**src/rtl/osc_phase_decoder_if.sv**
```systemverilog
// Bus bundle for osc_phase_decoder: phase inputs, start handshake and measurement results.
interface osc_phase_decoder_if #(
    parameter int CNT_W = 16
);
    logic             ph_a;
    logic             ph_b;
    logic             ph_c;
    logic             ph_d;
    logic             ph_e;
    logic             start;
    logic             busy;
    logic             done;
    logic [CNT_W-1:0] sector_count;
    logic [CNT_W-1:0] period_count;
    logic [3:0]       phase;
    logic             phase_valid;
    logic             err_code;
    logic             err_step;
    logic             ovf;

    modport master (
        output ph_a, ph_b, ph_c, ph_d, ph_e, start,
        input  busy, done, sector_count, period_count, phase, phase_valid,
               err_code, err_step, ovf
    );

    modport slave (
        input  ph_a, ph_b, ph_c, ph_d, ph_e, start,
        output busy, done, sector_count, period_count, phase, phase_valid,
               err_code, err_step, ovf
    );
endinterface

```
**src/rtl/osc_phase_decoder.sv**
```systemverilog
// Decodes the five oscillator phases into a 10-sector index and measures sector/period
// advance over a fixed window of clk cycles.
//
// state  | meaning
// IDLE   | waiting for start, results of the last window held
// RUN    | window open, accumulating accepted sector steps
// DONE   | one-cycle result strobe, start accepted here too
module osc_phase_decoder #(
    parameter int SYNC_STAGES = 2,
    parameter int WINDOW      = 1024,
    parameter int CNT_W       = 16,
    parameter int MAX_STEP    = 4
) (
    input logic               clk,
    input logic               rst,
    osc_phase_decoder_if.slave bus
);

    localparam int WIN_W = $clog2(WINDOW + 1);

    localparam logic [1:0] S_IDLE = 2'd0;
    localparam logic [1:0] S_RUN  = 2'd1;
    localparam logic [1:0] S_DONE = 2'd2;

    logic [SYNC_STAGES-1:0][4:0] sync_q, sync_d;
    logic [3:0]       phase_q, phase_d;
    logic             phase_valid_q, phase_valid_d;
    logic [1:0]       state_q, state_d;
    logic [WIN_W-1:0] win_cnt_q, win_cnt_d;
    logic [CNT_W-1:0] sector_count_q, sector_count_d;
    logic [CNT_W-1:0] period_count_q, period_count_d;
    logic             err_code_q, err_code_d;
    logic             err_step_q, err_step_d;
    logic             ovf_q, ovf_d;

    logic             dec_legal;
    logic [3:0]       dec_sector;
    logic [3:0]       delta_raw;
    logic             take_delta;
    logic             step_ok;
    logic             step_bad;
    logic [3:0]       acc_delta;
    logic             wrap;
    logic [CNT_W:0]   sec_sum;
    logic             launch;

    function automatic logic [4:0] decode(input logic [4:0] code);
        case (code)
            5'b11010: decode = {1'b1, 4'd0};
            5'b10010: decode = {1'b1, 4'd1};
            5'b10110: decode = {1'b1, 4'd2};
            5'b10100: decode = {1'b1, 4'd3};
            5'b10101: decode = {1'b1, 4'd4};
            5'b00101: decode = {1'b1, 4'd5};
            5'b01101: decode = {1'b1, 4'd6};
            5'b01001: decode = {1'b1, 4'd7};
            5'b01011: decode = {1'b1, 4'd8};
            5'b01010: decode = {1'b1, 4'd9};
            default:  decode = {1'b0, 4'd0};
        endcase
    endfunction

    always_comb begin
        sync_d[0] = {bus.ph_a, bus.ph_b, bus.ph_c, bus.ph_d, bus.ph_e};
        for (int i = 1; i < SYNC_STAGES; i++) begin
            sync_d[i] = sync_q[i-1];
        end
    end

    // The held phase is always a legal sector, so a step resuming after an
    // illegal stretch is still judged against it.
    always_comb begin
        {dec_legal, dec_sector} = decode(sync_q[SYNC_STAGES-1]);
        if (dec_sector >= phase_q) begin
            delta_raw = dec_sector - phase_q;
        end else begin
            delta_raw = dec_sector + 4'd10 - phase_q;
        end
        take_delta    = dec_legal && phase_valid_q;
        step_ok       = take_delta && (delta_raw <= 4'(MAX_STEP));
        step_bad      = take_delta && !step_ok;
        acc_delta     = step_ok ? delta_raw : 4'd0;
        wrap          = step_ok && (({1'b0, phase_q} + {1'b0, delta_raw}) >= 5'd10);
        sec_sum       = {1'b0, sector_count_q} + {{(CNT_W-3){1'b0}}, acc_delta};
        phase_d       = dec_legal ? dec_sector : phase_q;
        phase_valid_d = phase_valid_q | dec_legal;
    end

    always_comb begin
        state_d        = state_q;
        win_cnt_d      = win_cnt_q;
        sector_count_d = sector_count_q;
        period_count_d = period_count_q;
        err_code_d     = err_code_q;
        err_step_d     = err_step_q;
        ovf_d          = ovf_q;
        launch         = bus.start && ((state_q == S_IDLE) || (state_q == S_DONE));

        case (state_q)
            S_IDLE: begin
            end
            S_RUN: begin
                if (!dec_legal) err_code_d = 1'b1;
                if (step_bad)   err_step_d = 1'b1;
                if (sec_sum[CNT_W]) begin
                    sector_count_d = '1;
                    ovf_d          = 1'b1;
                end else begin
                    sector_count_d = sec_sum[CNT_W-1:0];
                end
                if (wrap) begin
                    if (&period_count_q) begin
                        ovf_d = 1'b1;
                    end else begin
                        period_count_d = period_count_q + CNT_W'(1);
                    end
                end
                win_cnt_d = win_cnt_q - WIN_W'(1);
                if (win_cnt_q == WIN_W'(1)) state_d = S_DONE;
            end
            S_DONE: state_d = S_IDLE;
            default: state_d = S_IDLE;
        endcase

        if (launch) begin
            state_d        = S_RUN;
            win_cnt_d      = WIN_W'(WINDOW);
            sector_count_d = '0;
            period_count_d = '0;
            err_code_d     = 1'b0;
            err_step_d     = 1'b0;
            ovf_d          = 1'b0;
        end
    end

    always_ff @(posedge clk) begin
        if (rst) begin
            sync_q         <= '0;
            phase_q        <= '0;
            phase_valid_q  <= 1'b0;
            state_q        <= S_IDLE;
            win_cnt_q      <= '0;
            sector_count_q <= '0;
            period_count_q <= '0;
            err_code_q     <= 1'b0;
            err_step_q     <= 1'b0;
            ovf_q          <= 1'b0;
        end else begin
            sync_q         <= sync_d;
            phase_q        <= phase_d;
            phase_valid_q  <= phase_valid_d;
            state_q        <= state_d;
            win_cnt_q      <= win_cnt_d;
            sector_count_q <= sector_count_d;
            period_count_q <= period_count_d;
            err_code_q     <= err_code_d;
            err_step_q     <= err_step_d;
            ovf_q          <= ovf_d;
        end
    end

    assign bus.busy         = (state_q == S_RUN);
    assign bus.done         = (state_q == S_DONE);
    assign bus.sector_count = sector_count_q;
    assign bus.period_count = period_count_q;
    assign bus.phase        = phase_q;
    assign bus.phase_valid  = phase_valid_q;
    assign bus.err_code     = err_code_q;
    assign bus.err_step     = err_step_q;
    assign bus.ovf          = ovf_q;

endmodule

```
**src/flat_wrapper.sv**
```systemverilog
// flat-port wrapper written by rule: the top's interface ports become plain ports
module osc_phase_decoder_flat 
#(
    parameter int SYNC_STAGES = 2,
    parameter int WINDOW      = 1024,
    parameter int CNT_W       = 16,
    parameter int MAX_STEP    = 4
)
  (clk, rst, bus_ph_a, bus_ph_b, bus_ph_c, bus_ph_d, bus_ph_e, bus_start, bus_busy, bus_done, bus_sector_count, bus_period_count, bus_phase, bus_phase_valid, bus_err_code, bus_err_step, bus_ovf);
  osc_phase_decoder_if #(.CNT_W(CNT_W)) bus_i ();
  input logic clk;
  input logic rst;
  input wire logic [$bits(bus_i.ph_a)-1:0] bus_ph_a;
  input wire logic [$bits(bus_i.ph_b)-1:0] bus_ph_b;
  input wire logic [$bits(bus_i.ph_c)-1:0] bus_ph_c;
  input wire logic [$bits(bus_i.ph_d)-1:0] bus_ph_d;
  input wire logic [$bits(bus_i.ph_e)-1:0] bus_ph_e;
  input wire logic [$bits(bus_i.start)-1:0] bus_start;
  output wire logic [$bits(bus_i.busy)-1:0] bus_busy;
  output wire logic [$bits(bus_i.done)-1:0] bus_done;
  output wire logic [$bits(bus_i.sector_count)-1:0] bus_sector_count;
  output wire logic [$bits(bus_i.period_count)-1:0] bus_period_count;
  output wire logic [$bits(bus_i.phase)-1:0] bus_phase;
  output wire logic [$bits(bus_i.phase_valid)-1:0] bus_phase_valid;
  output wire logic [$bits(bus_i.err_code)-1:0] bus_err_code;
  output wire logic [$bits(bus_i.err_step)-1:0] bus_err_step;
  output wire logic [$bits(bus_i.ovf)-1:0] bus_ovf;
  assign bus_i.ph_a = bus_ph_a;
  assign bus_i.ph_b = bus_ph_b;
  assign bus_i.ph_c = bus_ph_c;
  assign bus_i.ph_d = bus_ph_d;
  assign bus_i.ph_e = bus_ph_e;
  assign bus_i.start = bus_start;
  assign bus_busy = bus_i.busy;
  assign bus_done = bus_i.done;
  assign bus_sector_count = bus_i.sector_count;
  assign bus_period_count = bus_i.period_count;
  assign bus_phase = bus_i.phase;
  assign bus_phase_valid = bus_i.phase_valid;
  assign bus_err_code = bus_i.err_code;
  assign bus_err_step = bus_i.err_step;
  assign bus_ovf = bus_i.ovf;
  osc_phase_decoder #(.SYNC_STAGES(SYNC_STAGES), .WINDOW(WINDOW), .CNT_W(CNT_W), .MAX_STEP(MAX_STEP)) u_core (.clk(clk), .rst(rst), .bus(bus_i));
endmodule
```
**config.mk**
```make
export PLATFORM = sky130hd
export DESIGN_NAME = osc_phase_decoder_flat
export DESIGN_NICKNAME = d
export VERILOG_FILES = /design/src/rtl/osc_phase_decoder_if.sv /design/src/rtl/osc_phase_decoder.sv /design/src/flat_wrapper.sv
export SDC_FILE = /design/constraint.sdc
export NUM_CORES = 1
export LEC_CHECK = 0
export CAP_MARGIN = 20
export CORE_AREA = 2 2 84 86
export CTS_CLUSTER_DIAMETER = 100
export CTS_CLUSTER_SIZE = 30
export DETAILED_ROUTE_END_ITERATION = 16
export DIE_AREA = 0 0 86 88
export PLACE_DENSITY = 0.88
export SLEW_MARGIN = 20
export SYNTH_ARGS = -nofsm -noshare
export SYNTH_HDL_FRONTEND = slang
export SYNTH_SLANG_ARGS = --single-unit
```
**constraint.sdc**
```tcl
create_clock -name clk -period 4.6 [get_ports clk]
set_clock_uncertainty 0.2 [all_clocks]
set_input_delay 0.46 -clock clk [delete_from_list [all_inputs] [get_ports clk]]
set_output_delay 0.46 -clock clk [all_outputs]
set_load 0.005 [all_outputs]
```
==> results of run 1 <==
==> what timing repair did <==
item                                    CTS  global route
endpoints found under the setup margin    0            18
hold buffers                              0             0
gates resized for setup                   0             7
==> synth_stat cells (4+ instances only) <==
library cell / instances
nand2b_1: 17
dfxtp_1: 63
nor2_1: 28
nor2b_1: 11
and4_1: 6
nor3_1: 7
nor4b_1: 5
a21oi_1: 28
xnor2_1: 17
or4_1: 4
o221a_2: 5
xor2_1: 7
clkbuf_1: 12
ha_1: 20
mux2i_1: 15
nor4_1: 17
nand2_1: 26
o31ai_1: 5
nand3_1: 17
and3_1: 8
a21o_1: 5
nand4_1: 6
o21ai_0: 5
fa_1: 4
inv_1: 25
==> state kept, by name, summed over array words and instances, names as in the netlist, 2 cells and up <==
signal and flops:
u_core.sync_d 5, u_core.bus.period_count 16, u_core.state_q 2, u_core.bus.sector_count 16, u_core.dec_sector 4, u_core.bus.phase 4, u_core.win_cnt_q 11
==> worst min-delay path by stage <==
stage,end,slack [ps],cells after the start
6_report,u_core.bus.err_step,260,2
5_1_grt,u_core.win_cnt_q[4],290,2
4_1_cts,u_core.bus.err_step,270,2
3_5_place_dp,u_core.bus.err_step,260,2
3_3_place_gp,u_core.bus.err_step,250,2
2_1_floorplan,u_core.bus.err_step,240,2
==> worst reg2reg max path, cell delays in order (launching register included) <==
cell	delay, ps
dfxtp_1	460
inv_1	120
ha_1	380
inv_1	60
ha_1	190
ha_1	190
o21a_1	190
nor3_2	210
a21o_1	240
ha_1	310
a222oi_1	360
a311o_1	300
nand3_1	350
nor4_1	470
mux2i_1	210
==> area by class of cell <==
cell class                      count  area (um^2)  area share
Sequential cell                    63         1260       0.289
Clock buffer                       11          141      0.0324
Timing Repair Buffer               53          520       0.119
Multi-Input combinational cell    297         2140       0.491
Inverter                           25         93.8      0.0215
Clock inverter                      5          104      0.0238
Tap cell                           80          100      0.0229
==> kinds of logic (layout without fill, tap and decap cells) <==
logic type,after synthesis,count (layout),synth area share
and+or+nand+nor,165,165,0.259
AOI/OAI and AO/OA,67,67,0.135
DFF,63,63,0.357
buffers and inverters,44,94,0.0499
adders and majority gates,24,24,0.0934
xor gates and xnor gates,24,24,0.0594
muxes,16,16,0.0456
other,1,1,0.00106
==> per-stage QoR <==
step	instance area, um^2	std cells	setup slack [ps]	hold WS [ps]	utilization
CTS	4320	534	95.4	267	0.650
floorplan	3540	404	378	242	-
global placement	4080	518	332	246	0.613
finish	4360	534	270	263	0.656
global route	4360	534	13.1	291	0.656
detailed placement	4080	518	140	257	0.613
==> per-layer routing <==
metal | vias up | routed length [um] | global-route usage
met2 | 119 | 4210 | 0.384
met5 | - | 0 | 0
met1 | 1495 | 3520 | 0.274
met4 | 0 | 142 | 0.101
li1 | 1526 | - | -
met3 | 17 | 500 | 0.0452
==> power breakdown <==
group          switching (mW)  internal, mW
sequential             0.0194         0.562
clock                   0.223         0.376
combinational          0.0771        0.0594
==> results by group, run 1 <==
Setup path
  • Worst Path Arrival: 4420 ps
  • Critical Path Sink Type: register
  • Delay-heaviest family, CP: compound AO/OA/AOI/OAI gates
  • Worst path most repeated cell: ha_1
  • Crit path depth: 14
  • Crit path kind: register to register
  • Worst-path cell chain: inv_1 -> ha_1 -> inv_1 -> ha_1 -> ha_1 -> o21a_1 -> nor3_2 -> a21o_1 -> ha_1 -> a222oi_1 -> a311o_1 -> nand3_1 -> nor4_1 -> mux2i_1
  • Critical path required time: between 4000 and 5000 ps
  • Reg2reg start: u_core.bus.phase[1]
  • CP endpoint: u_core.bus.period_count[13]
  • Crit path largest cell delay: roughly 470 ps
  • Crit path launch type: register
  • Crit-path max FO: 10
  • R2R Setup Slk: between 200 and 300 ps
  • CP bufs+invs: 2
  • Crit path from: u_core.bus.phase[1]
  • CP max-delay cell: nor4_1
  • Reg-to-Reg End: u_core.bus.period_count[13]
  • FF-to-FF path depth: 14

Logic synthesis
  • Top_reg_cell synth: dfxtp_1
  • Seq/Total Area, Yosys: 0.357
  • Avg Inst Size Synth: around 8.8 um^2
  • Synth area leaders: dfxtp_1, ha_1, mux2i_1
  • Area leader, netlist: dfxtp_1
  • Synthesized flop and latch total: 63
  • Mapped Cells: 404
  • Mapped Area: 3540 um^2
  • Top-area cell type share of the netlist area: 0.357
  • Async SR Flop Fraction: 0
  • Post-synth cell types: 53
  • Number of synthesized flops with an enable pin: 0
  • Mapped Nets: around 440
  • Syn. warnings: 0

Timing
  • # setup viols final: 0
  • Sum of negative setup slack: 0 ps
  • Measured slew at the worst slew-check pin: ~700 ps
  • Post-layout min period: roughly 4300 ps
  • Pins over their slew limit: 0
  • Final count of hold timing violations: 0
  • RSZ-0062 raised after global routing: no
  • Max Freq: between 200 and 250 MHz
  • Final worst-path cycle share: 0.941
  • Relative max-transition margin: 0.520

Power and ir drop
  • Static Leak: 1.60 nW
  • Total Power: roughly 1.3 mW
  • Peak VDD IR: about 260 uV
  • Power per cell area: between 300 and 400 nW/um^2

Floorplan
  • Area of the core: 6640 um^2
  • Row count: 30
  • Chip height: slightly below 90 um
  • Die area: 7570 um^2
  • Initial Util: 0.532
  • Die Wd: about 86 um
  • I/O pin count: 50

Finish
  • Ant diodes: 0
  • Most frequent cells in the layout: dfxtp_1, clkdlybuf4s50_1, a21oi_1
  • # fillers: 533
  • Area grow syn2layout: 23.3%
  • Share of post-route cells with drive strength above 1: 0.0837
  • Commonest non-fill, non-tap cell in the layout: dfxtp_1
  • Nets: a little under 500

Global routing
  • Initial antenna violation count: 0
  • GRT Total Usage: 0.225
  • First-pass GRT wire length: roughly 14000 um
  • Number of global-route vias before repair: 3037
  • GRT overflow: 0
  • Largest net degree at the start of global routing: 31

Detailed routing
  • First-pass detailed-route iteration total: 5
  • WL/cell: approximately 16 um
  • Drt drc: 0
  • Routed vias/inst: around 6
  • WL final: 8380 um
  • Vias post-DR: 3157
  • Antenna viol nets, final: 0
  • DR iter-0 viols: 171

Placement
  • Placer Congestion: 0.937
  • Final HPWL DP: between 5000 and 6000 um
  • Port bufs: between 40 and 50

Worst hold path
  • Worst hold path type: register to register
  • HP Start: u_core.bus.err_step

Clocking
  • Clock Sinks: 63
  • CTS tree: built
  • Clock-pin slew on the worst setup and hold paths: roughly 70 ps
  • Post-CTS Setup Inserts: 0
  • CTS HTree Levels: 3
  • Clock Latency Late Sink: 350 ps
  • Longest Clk Path Bufs: 2
  • Root Buffer: clkbuf_8
  • Total CTS buffers: 9

Job
  • Max cap viols: 0

Run status
  • Status: finished, final reports clean
(Power assumes the default switching activity.)
==> run 2, diff against run 1 <==
--- a/config.mk
+++ b/config.mk
@@ -8,7 +8,7 @@
 export CAP_MARGIN = 20
 export CORE_AREA = 2 2 84 86
 export CTS_CLUSTER_DIAMETER = 100
-export CTS_CLUSTER_SIZE = 30
+export CTS_CLUSTER_SIZE = 14
 export DETAILED_ROUTE_END_ITERATION = 16
 export DIE_AREA = 0 0 86 88
 export PLACE_DENSITY = 0.88
==> results of run 2 <==
Final layout, timing and power as in run 1 (identical DEF).
==> run 3, diff against run 2 <==
--- a/config.mk
+++ b/config.mk
@@ -6,12 +6,12 @@
 export NUM_CORES = 1
 export LEC_CHECK = 0
 export CAP_MARGIN = 20
-export CORE_AREA = 2 2 84 86
+export CORE_AREA = 2 2 60 119
 export CTS_CLUSTER_DIAMETER = 100
 export CTS_CLUSTER_SIZE = 14
 export DETAILED_ROUTE_END_ITERATION = 16
-export DIE_AREA = 0 0 86 88
-export PLACE_DENSITY = 0.88
+export DIE_AREA = 0 0 62 121
+export PLACE_DENSITY = 0.78
 export SLEW_MARGIN = 20
 export SYNTH_ARGS = -nofsm -noshare
 export SYNTH_HDL_FRONTEND = slang
==> run 3 against run 2 <==
Compared with the run above:
- count of clock-buffer cells in the layout grew 3
- critical path depth up 3
- largest cell class unchanged
- first-iteration DRC count down 13%
- routed wire length shrank 2.3%
==> results by group, run 3 (synthesized netlist as in run 1, its figures left out) <==
Clocking
  • CTS HTree Levels: 3
  • Clock Latency Late Sink: around 330 ps
  • Post-CTS Setup Inserts: 0
  • Longest Clk Path Bufs: 2
  • Total CTS buffers: 9
  • CTS tree: built
  • Hold_buf cts: 0
  • Root Buffer: clkbuf_16
  • Clock Sinks: 63
  • Clock-pin slew on the worst setup and hold paths: 50 ps

Timing
  • Pins over their slew limit: 0
  • Max Freq: approximately 230 MHz
  • Relative max-transition margin: 0.528
  • Final count of hold timing violations: 0
  • Post-layout min period: roughly 4400 ps
  • Final worst-path cycle share: 0.946
  • # setup viols final: 0
  • Measured slew at the worst slew-check pin: approximately 710 ps

Setup path
  • R2R Setup Slk: ~250 ps
  • CP endpoint: u_core.bus.ovf
  • Crit path from: u_core.bus.phase[1]
  • Reg-to-Reg End: u_core.bus.ovf
  • Reg2reg start: u_core.bus.phase[1]
  • Crit path launch type: register
  • Crit-path max FO: 11
  • Critical path required time: approximately 4600 ps
  • FF-to-FF path depth: 17
  • Critical Path Sink Type: register
  • Crit path kind: register to register
  • Worst Path Arrival: 4400 ps

Finish
  • Area grow syn2layout: 26.1%
  • Ant diodes: 0
  • Commonest non-fill, non-tap cell in the layout: dfxtp_1
  • Nets: roughly 490
  • Share of post-route cells with drive strength above 1: 0.0873
  • Final Non-Filler Cells: 546
  • Most frequent cells in the layout: dfxtp_1, clkdlybuf4s50_1, nor2_1, a21oi_1, nand2_1
  • # fillers: roughly 520

Job
  • Max cap viols: 0

Detailed routing
  • Vias post-DR: 3104
  • Drt drc: 0
  • First-pass detailed-route iteration total: 4
  • Routed vias/inst: between 5 and 6
  • WL/cell: roughly 15 um
  • Antenna viol nets, final: 0
  • DR iter-0 viols: approximately 150
  • WL final: between 8000 and 9000 um

Floorplan
  • Row count: 42
  • Area of the core: about 6600 um^2
  • Chip height: 121 um
  • I/O pin count: 50
  • Die Wd: ~62 um
  • Initial Util: 0.538
  • Die area: roughly 7500 um^2

Placement
  • Final HPWL DP: between 6000 and 7000 um
  • Dpl cells: 530
  • Placer Congestion: 0.844
  • Port bufs: between 40 and 50

Worst hold path
  • Worst hold path type: register to register

Run status
  • Status: finished, final reports clean

Global routing
  • Number of global-route vias before repair: between 2000 and 3000
  • Initial antenna violation count: 0
  • Largest net degree at the start of global routing: 31
  • GRT overflow: 0
  • GRT Total Usage: 0.233
  • First-pass GRT wire length: between 10000 and 15000 um

Power and ir drop
  • Static Leak: 1.65 nW
  • Peak VDD IR: between 300 and 400 uV
  • Total Power: ~1.4 mW
  • Power per cell area: roughly 320 nW/um^2
[run 3: changes by cell type in the layout (fill, tap and decap cells not counted), sizes merged]
cell,previous run,this run
buf,4,8
clkbuf,11,14
bufinv,3,1
clkinv,1,0
clkinvlp,0,1
inv,26,25
[run 3: worst max-delay path, stage by stage (launching register included)]
cell	delay, ps
dfxtp_1	440
inv_1	120
ha_1	370
inv_1	60
ha_1	210
ha_1	200
nor3_1	220
nor3_2	90
a21o_2	270
nor4_1	290
ha_1	250
fa_1	230
a21o_1	130
a21oi_1	70
or3_1	390
nor2_1	310
nand3_4	200
a31oi_1	210
[run 3: metrics by stage]
step	utilization	setup slack (ps)	hold WS [ps]	cell area [um^2]	setup TNS, ps
global route	0.679	-1.48	285	4460	-1.48
CTS	0.675	113	255	4430	0
global placement	0.626	247	239	4120	0
finish	0.679	249	248	4460	0
detailed placement	0.626	89.1	247	4120	0
floorplan	-	378	242	3540	0
[run 3: area by class of cell]
class | instances | area (um^2) | share of cell area
Clock buffer | 14 | 274 | 0.0614
Tap cell | 88 | 110 | 0.0247
Sequential cell | 63 | 1260 | 0.283
Timing Repair Buffer | 57 | 551 | 0.123
Clock inverter | 2 | 37.5 | 0.00841
Inverter | 25 | 93.8 | 0.0210
Multi-Input combinational cell | 297 | 2130 | 0.478
[run 3: worst min-delay path by stage]
stage	from	endpoint	slack, ps	depth (start not counted)
after floorplan	u_core.bus.err_step	u_core.bus.err_step	240	2
after global placement	u_core.bus.err_step	u_core.bus.err_step	240	2
after detailed placement	u_core.bus.err_step	u_core.bus.err_step	250	2
after CTS	u_core.bus.err_step	u_core.bus.err_step	250	2
after global routing	u_core.bus.err_step	u_core.bus.err_step	290	2
final	u_core.bus.err_step	u_core.bus.err_step	250	2
[run 3: routing by layer]
| layer | part of all wire | global-route usage | vias to the layer above |
|---|---|---|---|
| met2 | 0.57 | 0.430 | 63 |
| met1 | 0.37 | 0.229 | 1485 |
| met4 | 0.026 | 0.108 | 0 |
| met3 | 0.036 | 0.0458 | 15 |
| met5 | 0 | 0 | - |
| li1 | - | - | 1541 |
[run 3: where the power goes]
group	total [mW]	internal, mW	switching [mW]	leakage [nW]
registers	0.583	0.564	0.0194	0.511
clock network	0.692	0.463	0.229	0.149
logic	0.134	0.0606	0.0731	0.985
[run 3: timing repair]
item / 4_1_cts / 5_1_grt
endpoints found under the setup margin: 1 / 21
gates resized for setup: 1 / 5
pin swaps: 0 / 0
